===== src/rtl/bcd_pkg.sv =====
// Shared types and helpers for the BCD conversion blocks.
// bin_width gives the binary width needed to hold any d-digit decimal value.
package bcd_pkg;

    typedef enum logic [1:0] {
        IDLE = 2'd0,
        CONV = 2'd1,
        DONE = 2'd2
    } state_t;

    typedef logic [3:0] bcd_digit_t;

    localparam bcd_digit_t BCD_MAX_DIGIT = 4'd9;

    function automatic int bin_width(input int d);
        return $clog2(10 ** d);
    endfunction

endpackage


===== src/rtl/bcd_digit_corr.sv =====
// One digit of the reverse double-dabble correction.
// A digit that is 8 or more after the right shift has 3 taken off (no borrow out).
module bcd_digit_corr
    import bcd_pkg::*;
(
    input  bcd_digit_t digit,
    output bcd_digit_t corr
);

    assign corr = (digit >= 4'd8) ? (digit - 4'd3) : digit;

endmodule


===== src/rtl/bcd2bin_seq.sv =====
// Sequential BCD-to-binary converter using reverse double-dabble.
// One shift-right-and-correct step per clock; a bad digit short-cuts straight to DONE.
module bcd2bin_seq
    import bcd_pkg::*;
#(
    parameter int D = 8
) (
    input  logic                        Clk,
    input  logic                        Rst,
    input  logic                        Start,
    input  logic [4*D-1:0]              Bcd,
    output logic                        Ready,
    output logic                        Busy,
    output logic                        Done,
    output logic [bin_width(D)-1:0]     Bin,
    output logic                        Err
);

    localparam int W  = bin_width(D);
    localparam int N  = 4 * D;
    localparam int CW = $clog2(N);

    // Handshake: Start is taken on a rising edge only while Ready is high; Done
    // pulses for one cycle and Bin/Err stay valid until the next completion.

    state_t         state;
    state_t         state_next;
    logic [N-1:0]   bcd_reg;
    logic [N-1:0]   bin_reg;
    logic [N-1:0]   bcd_shift;
    logic [N-1:0]   bcd_corr;
    logic [N-1:0]   bin_shift;
    logic [CW-1:0]  cnt;
    logic [D-1:0]   digit_bad;
    logic           bcd_bad;
    logic           last_step;
    logic           unused_bits;

    assign bcd_shift = {1'b0, bcd_reg[N-1:1]};
    assign bin_shift = {bcd_reg[0], bin_reg[N-1:1]};

    for (genvar g = 0; g < D; g++) begin : g_digit
        bcd_digit_corr u_corr (
            .digit (bcd_shift[4*g +: 4]),
            .corr  (bcd_corr[4*g +: 4])
        );
        assign digit_bad[g] = (Bcd[4*g +: 4] > BCD_MAX_DIGIT);
    end

    assign bcd_bad     = |digit_bad;
    assign last_step   = (cnt == CW'(N - 1));
    // Only the low W bits of the result matter; the rest are zero by construction.
    assign unused_bits = ^{bin_reg[0], bin_shift};

    always_comb begin
        state_next = state;
        case (state)
            IDLE: begin
                if (Start) begin
                    state_next = bcd_bad ? DONE : CONV;
                end
            end
            CONV: begin
                if (last_step) begin
                    state_next = DONE;
                end
            end
            DONE:    state_next = IDLE;
            default: state_next = IDLE;
        endcase
    end

    always_ff @(posedge Clk) begin
        if (Rst) begin
            state   <= IDLE;
            bcd_reg <= '0;
            bin_reg <= '0;
            cnt     <= '0;
            Bin     <= '0;
            Err     <= 1'b0;
        end else begin
            state <= state_next;
            case (state)
                IDLE: begin
                    if (Start) begin
                        bcd_reg <= Bcd;
                        bin_reg <= '0;
                        cnt     <= '0;
                        if (bcd_bad) begin
                            Bin <= '0;
                            Err <= 1'b1;
                        end
                    end
                end
                CONV: begin
                    bcd_reg <= bcd_corr;
                    bin_reg <= bin_shift;
                    cnt     <= cnt + 1'b1;
                    if (last_step) begin
                        Bin <= bin_shift[W-1:0];
                        Err <= 1'b0;
                    end
                end
                default: ;
            endcase
        end
    end

    assign Ready = (state == IDLE);
    assign Busy  = (state == CONV);
    assign Done  = (state == DONE);

endmodule

===== config.mk =====
export PLATFORM = sky130hd
export DESIGN_NAME = bcd2bin_seq
export DESIGN_NICKNAME = d
export VERILOG_FILES = /design/src/rtl/bcd_pkg.sv /design/src/rtl/bcd_digit_corr.sv /design/src/rtl/bcd2bin_seq.sv
export SDC_FILE = /design/constraint.sdc
export NUM_CORES = 1
export LEC_CHECK = 0
export ABC_AREA = 1
export ABC_CLOCK_PERIOD_IN_PS = 1600
export CAP_MARGIN = 20
export CORE_AREA = 2 2 138 140
export CTS_BUF_LIST = sky130_fd_sc_hd__clkbuf_4
export CTS_CLUSTER_DIAMETER = 80
export DETAILED_ROUTE_END_ITERATION = 8
export DIE_AREA = 0 0 140 142
export DONT_BUFFER_PORTS = 1
export PLACE_DENSITY = 0.45
export SLEW_MARGIN = 20
export SYNTH_ARGS = -nofsm -noshare
export SYNTH_HDL_FRONTEND = slang
export SYNTH_SLANG_ARGS = --single-unit

===== constraint.sdc =====
create_clock -name Clk -period 1.6 [get_ports Clk]
set_input_delay 0.32 -clock Clk [delete_from_list [all_inputs] [get_ports Clk]]
set_output_delay 0.32 -clock Clk [all_outputs]
set_load 0.01 [all_outputs]

==> impl_results.md <==
- Syn Inst Count: 598
- Type of the worst min-delay path: primary input to flip-flop
- Syn Area/Cell: 7.52 µm²
- Share of the synthesized area in the top cell type: 0.436
- Slew Viols, Final: 0
- Status: finished, violations left
- FILL cells: 1945
- Worst hold start: Bcd[1]
- Via count: 4050
- Initial antenna violation count: 1
- CTS tree: yes
- Post-synth EDFFs: 0
- Post-layout minimum cycle time: 1.64 ns
- Leakage: 2.16 nW
- Total Power: 0.00474 W
- Initial detailed-routing violation count: 247
- Data arrival, critical path: 2.03 ns
- Critical path fanouts, max: 9
- Crit end category: flip-flop
- Async SR Flop Fraction: 0
- Reg area: 1970 µm²
- Max VDD drop: 0.283 mV
- Port Buf Inserts: 0
- Period utilization: 1.02
- Die ar.: 19900 µm²
- Cell Area, Synth: 4500 µm²
- H-tree Lvls: 3
- Worst Hold Endpoint: bcd_reg[1]
- Worst r2r src: cnt[0]
- Total Routing Usage GR: 0.125
- Final HPWL DP: 7480 µm
- Core box area: 18500 µm²
- I/O Pins: 66
- Placement Setup Slack: -0.0832 ns
- Syn. warnings: 0
- Kind of critical path: flip-flop to flip-flop
- Max Cap Violations: 0
- DR vias/cell: 4.65
- Initial Util: 0.244
- DRT antenna net count: 0
- Top FF cell, synth: dfxtp_1
- Yosys top cell by area: dfxtp_1
- Routability cong.: 0.730
- Yosys cell types: 24
- CP required: 1.99 ns
- Slew headroom: 0.760
- Clk buf depth: 2
- Final setup margin: -0.0367 ns
- Synth area leaders: dfxtp_1, a21oi_1, nand2_1
- Layout cell share with drive strength beyond 1: 0.137
- Fin. Hold Viols: 0
- Global-route wire length before repair: 19600 µm
- Final nets: 682
- Routed WL per cell: 14.2 µm
- Area taken by multi-input logic gates: 2240 µm²
- Residual DRC: 1
- Clock Latency Late Sink: 0.48 ns
- Setup slack, reg-to-reg: -0.04 ns
- Worst Clk Skew: 0.0295 ns
- Area growth syn-to-layout: 23.0%
- Sink Count: 98
- RSZ-0062 raised after global routing: true
- Top-count cell post-synth: nand2_1
- Overflow after GRT: 0
- R2R Path End: Bin[12]
- Max reg flops: 32
- Reg2Reg Depth: 11
- Worst Hold Path Cells: 2
- Die height: 142 µm
- Cts bufs inserted: 9
- Post-synthesis sequential area ratio: 0.436
- Final setup viols: 18
- Final Cell Area: 5540 µm²
- Placed Area: 4770 µm²
- Failing checks: DRC, setup timing
- Drt total wl: 12400 µm
- Mapped Nets: 649
- P per Cell Area: 856 nW/µm²
- Core Rows: 50
- Critical path launch point type: flip-flop
- Vias in the first global route: 3861
- Slew @ Worst Pin: 0.360 ns
- #FFs+latches synth: 98
- Pre-antenna DRT Iters: 6
- Fmax: 611 MHz
- Commonest cells in the netlist: nand2_1, dfxtp_1, a21oi_1
- Largest net degree at the start of global routing: 57
- Worst-path clk slew: 0.15 ns
- Clk root buf: clkbuf_4
- Die Width: 140 µm
==> placed cells by master, fill, tap and decap left out, types with 2 or more instances in the layout <==
master,Yosys,final
a21oi_1,96,95
a31oi_1,16,16
buf_12,0,9
buf_4,8,23
buf_6,5,3
clkbuf_16,0,4
clkbuf_4,0,10
clkinvlp_4,0,2
dfxtp_1,98,94
dfxtp_2,0,3
dlygate4sd3_1,0,23
ha_1,16,14
inv_1,28,27
inv_2,3,2
inv_8,0,2
nand2_1,123,123
nand3_1,38,36
nand3_2,10,12
nor2_1,47,45
nor2_2,2,2
nor2_4,1,3
o21ai_0,56,56
o21ai_1,4,4
o21bai_1,6,6
xor2_1,7,7
==> per-stage QoR <==
step	cells	setup TNS (ns)	hold slack, ns	util
floorplan	598	0	0.406	-
global route	871	-2.61	0.0287	0.300
CTS	864	-0.101	0.00775	0.292
detailed placement	812	-1.45	0.402	0.258
finish	871	-0.339	0.0551	0.300
global placement	812	-0.246	0.400	0.258
==> where the power goes <==
part | leakage (nW) | switching (W) | total [W] | internal, W
Clock | 0.0720 | 0.000867 | 0.00136 | 0.000497
Sequential | 0.804 | 0.000118 | 0.00268 | 0.00256
Combinational | 1.28 | 0.000385 | 0.000694 | 0.000309
Total | 2.16 | 0.00137 | 0.00474 | 0.00337
==> layer usage <==
metal	global-route usage	routed length (µm)	vias to the layer above
met4	0.0643	321	0
met3	0.0259	555	21
met2	0.218	5990	79
li1	-	-	2067
met1	0.146	5490	1883
met5	0	0	-
==> worst max path at each step <==
stage,start,to,slack (ns),cells after the start
global placement,cnt[0],Bin[24],-0.04,10
global route,cnt[0],Bin[9],-0.12,11
floorplan,cnt[0],Bin[12],0.02,10
detailed placement,cnt[1],Bin[24],-0.08,10
finish,cnt[0],Bin[12],-0.04,11
CTS,cnt[0],Bin[1],-0.02,10
==> timing repair <==
item                                   4_1_cts  5_1_grt
cloned                                       2        4
endpoints found under the hold margin       64        0
hold buffers                                24        0
setup endpoints to repair                   29       35
buffers inserted                            10        4
resized for setup                           22       10
pin swaps                                   20        4
==> cell families (layout without fill, tap and decap cells) <==
group,count (synthesis),count (layout),share of synthesized area
AOI/OAI and AO/OA,179,179,0.208
xor gates and xnor gates,7,7,0.0136
adders and majority gates,16,16,0.0445
buffers and inverters,73,111,0.0790
DFF,98,98,0.436
other,0,1,0
and+or+nand+nor,225,225,0.219
==> worst max-delay path, stage by stage, from the launching register on <==
cell and delay (ns):
dfxtp_2 0.39, ha_4 0.13, inv_2 0.03, nor3_2 0.10
ha_2 0.23, nor2_4 0.05, nor2_4 0.11, buf_12 0.15
clkbuf_16 0.17, nand3_2 0.07, nand2_1 0.07, nor2_1 0.04
==> cell type report <==
| cell class | count | share of cell area |
|---|---|---|
| diodes | 1 | 0.000452 |
| clock buffers | 10 | 0.0136 |
| clock inverters | 6 | 0.0118 |
| inverters | 31 | 0.0228 |
| multi-input cells | 427 | 0.405 |
| flip-flops and latches | 98 | 0.356 |
| well taps | 234 | 0.0529 |
| repair buffers | 64 | 0.138 |
Power figures use the tool's default switching activity.
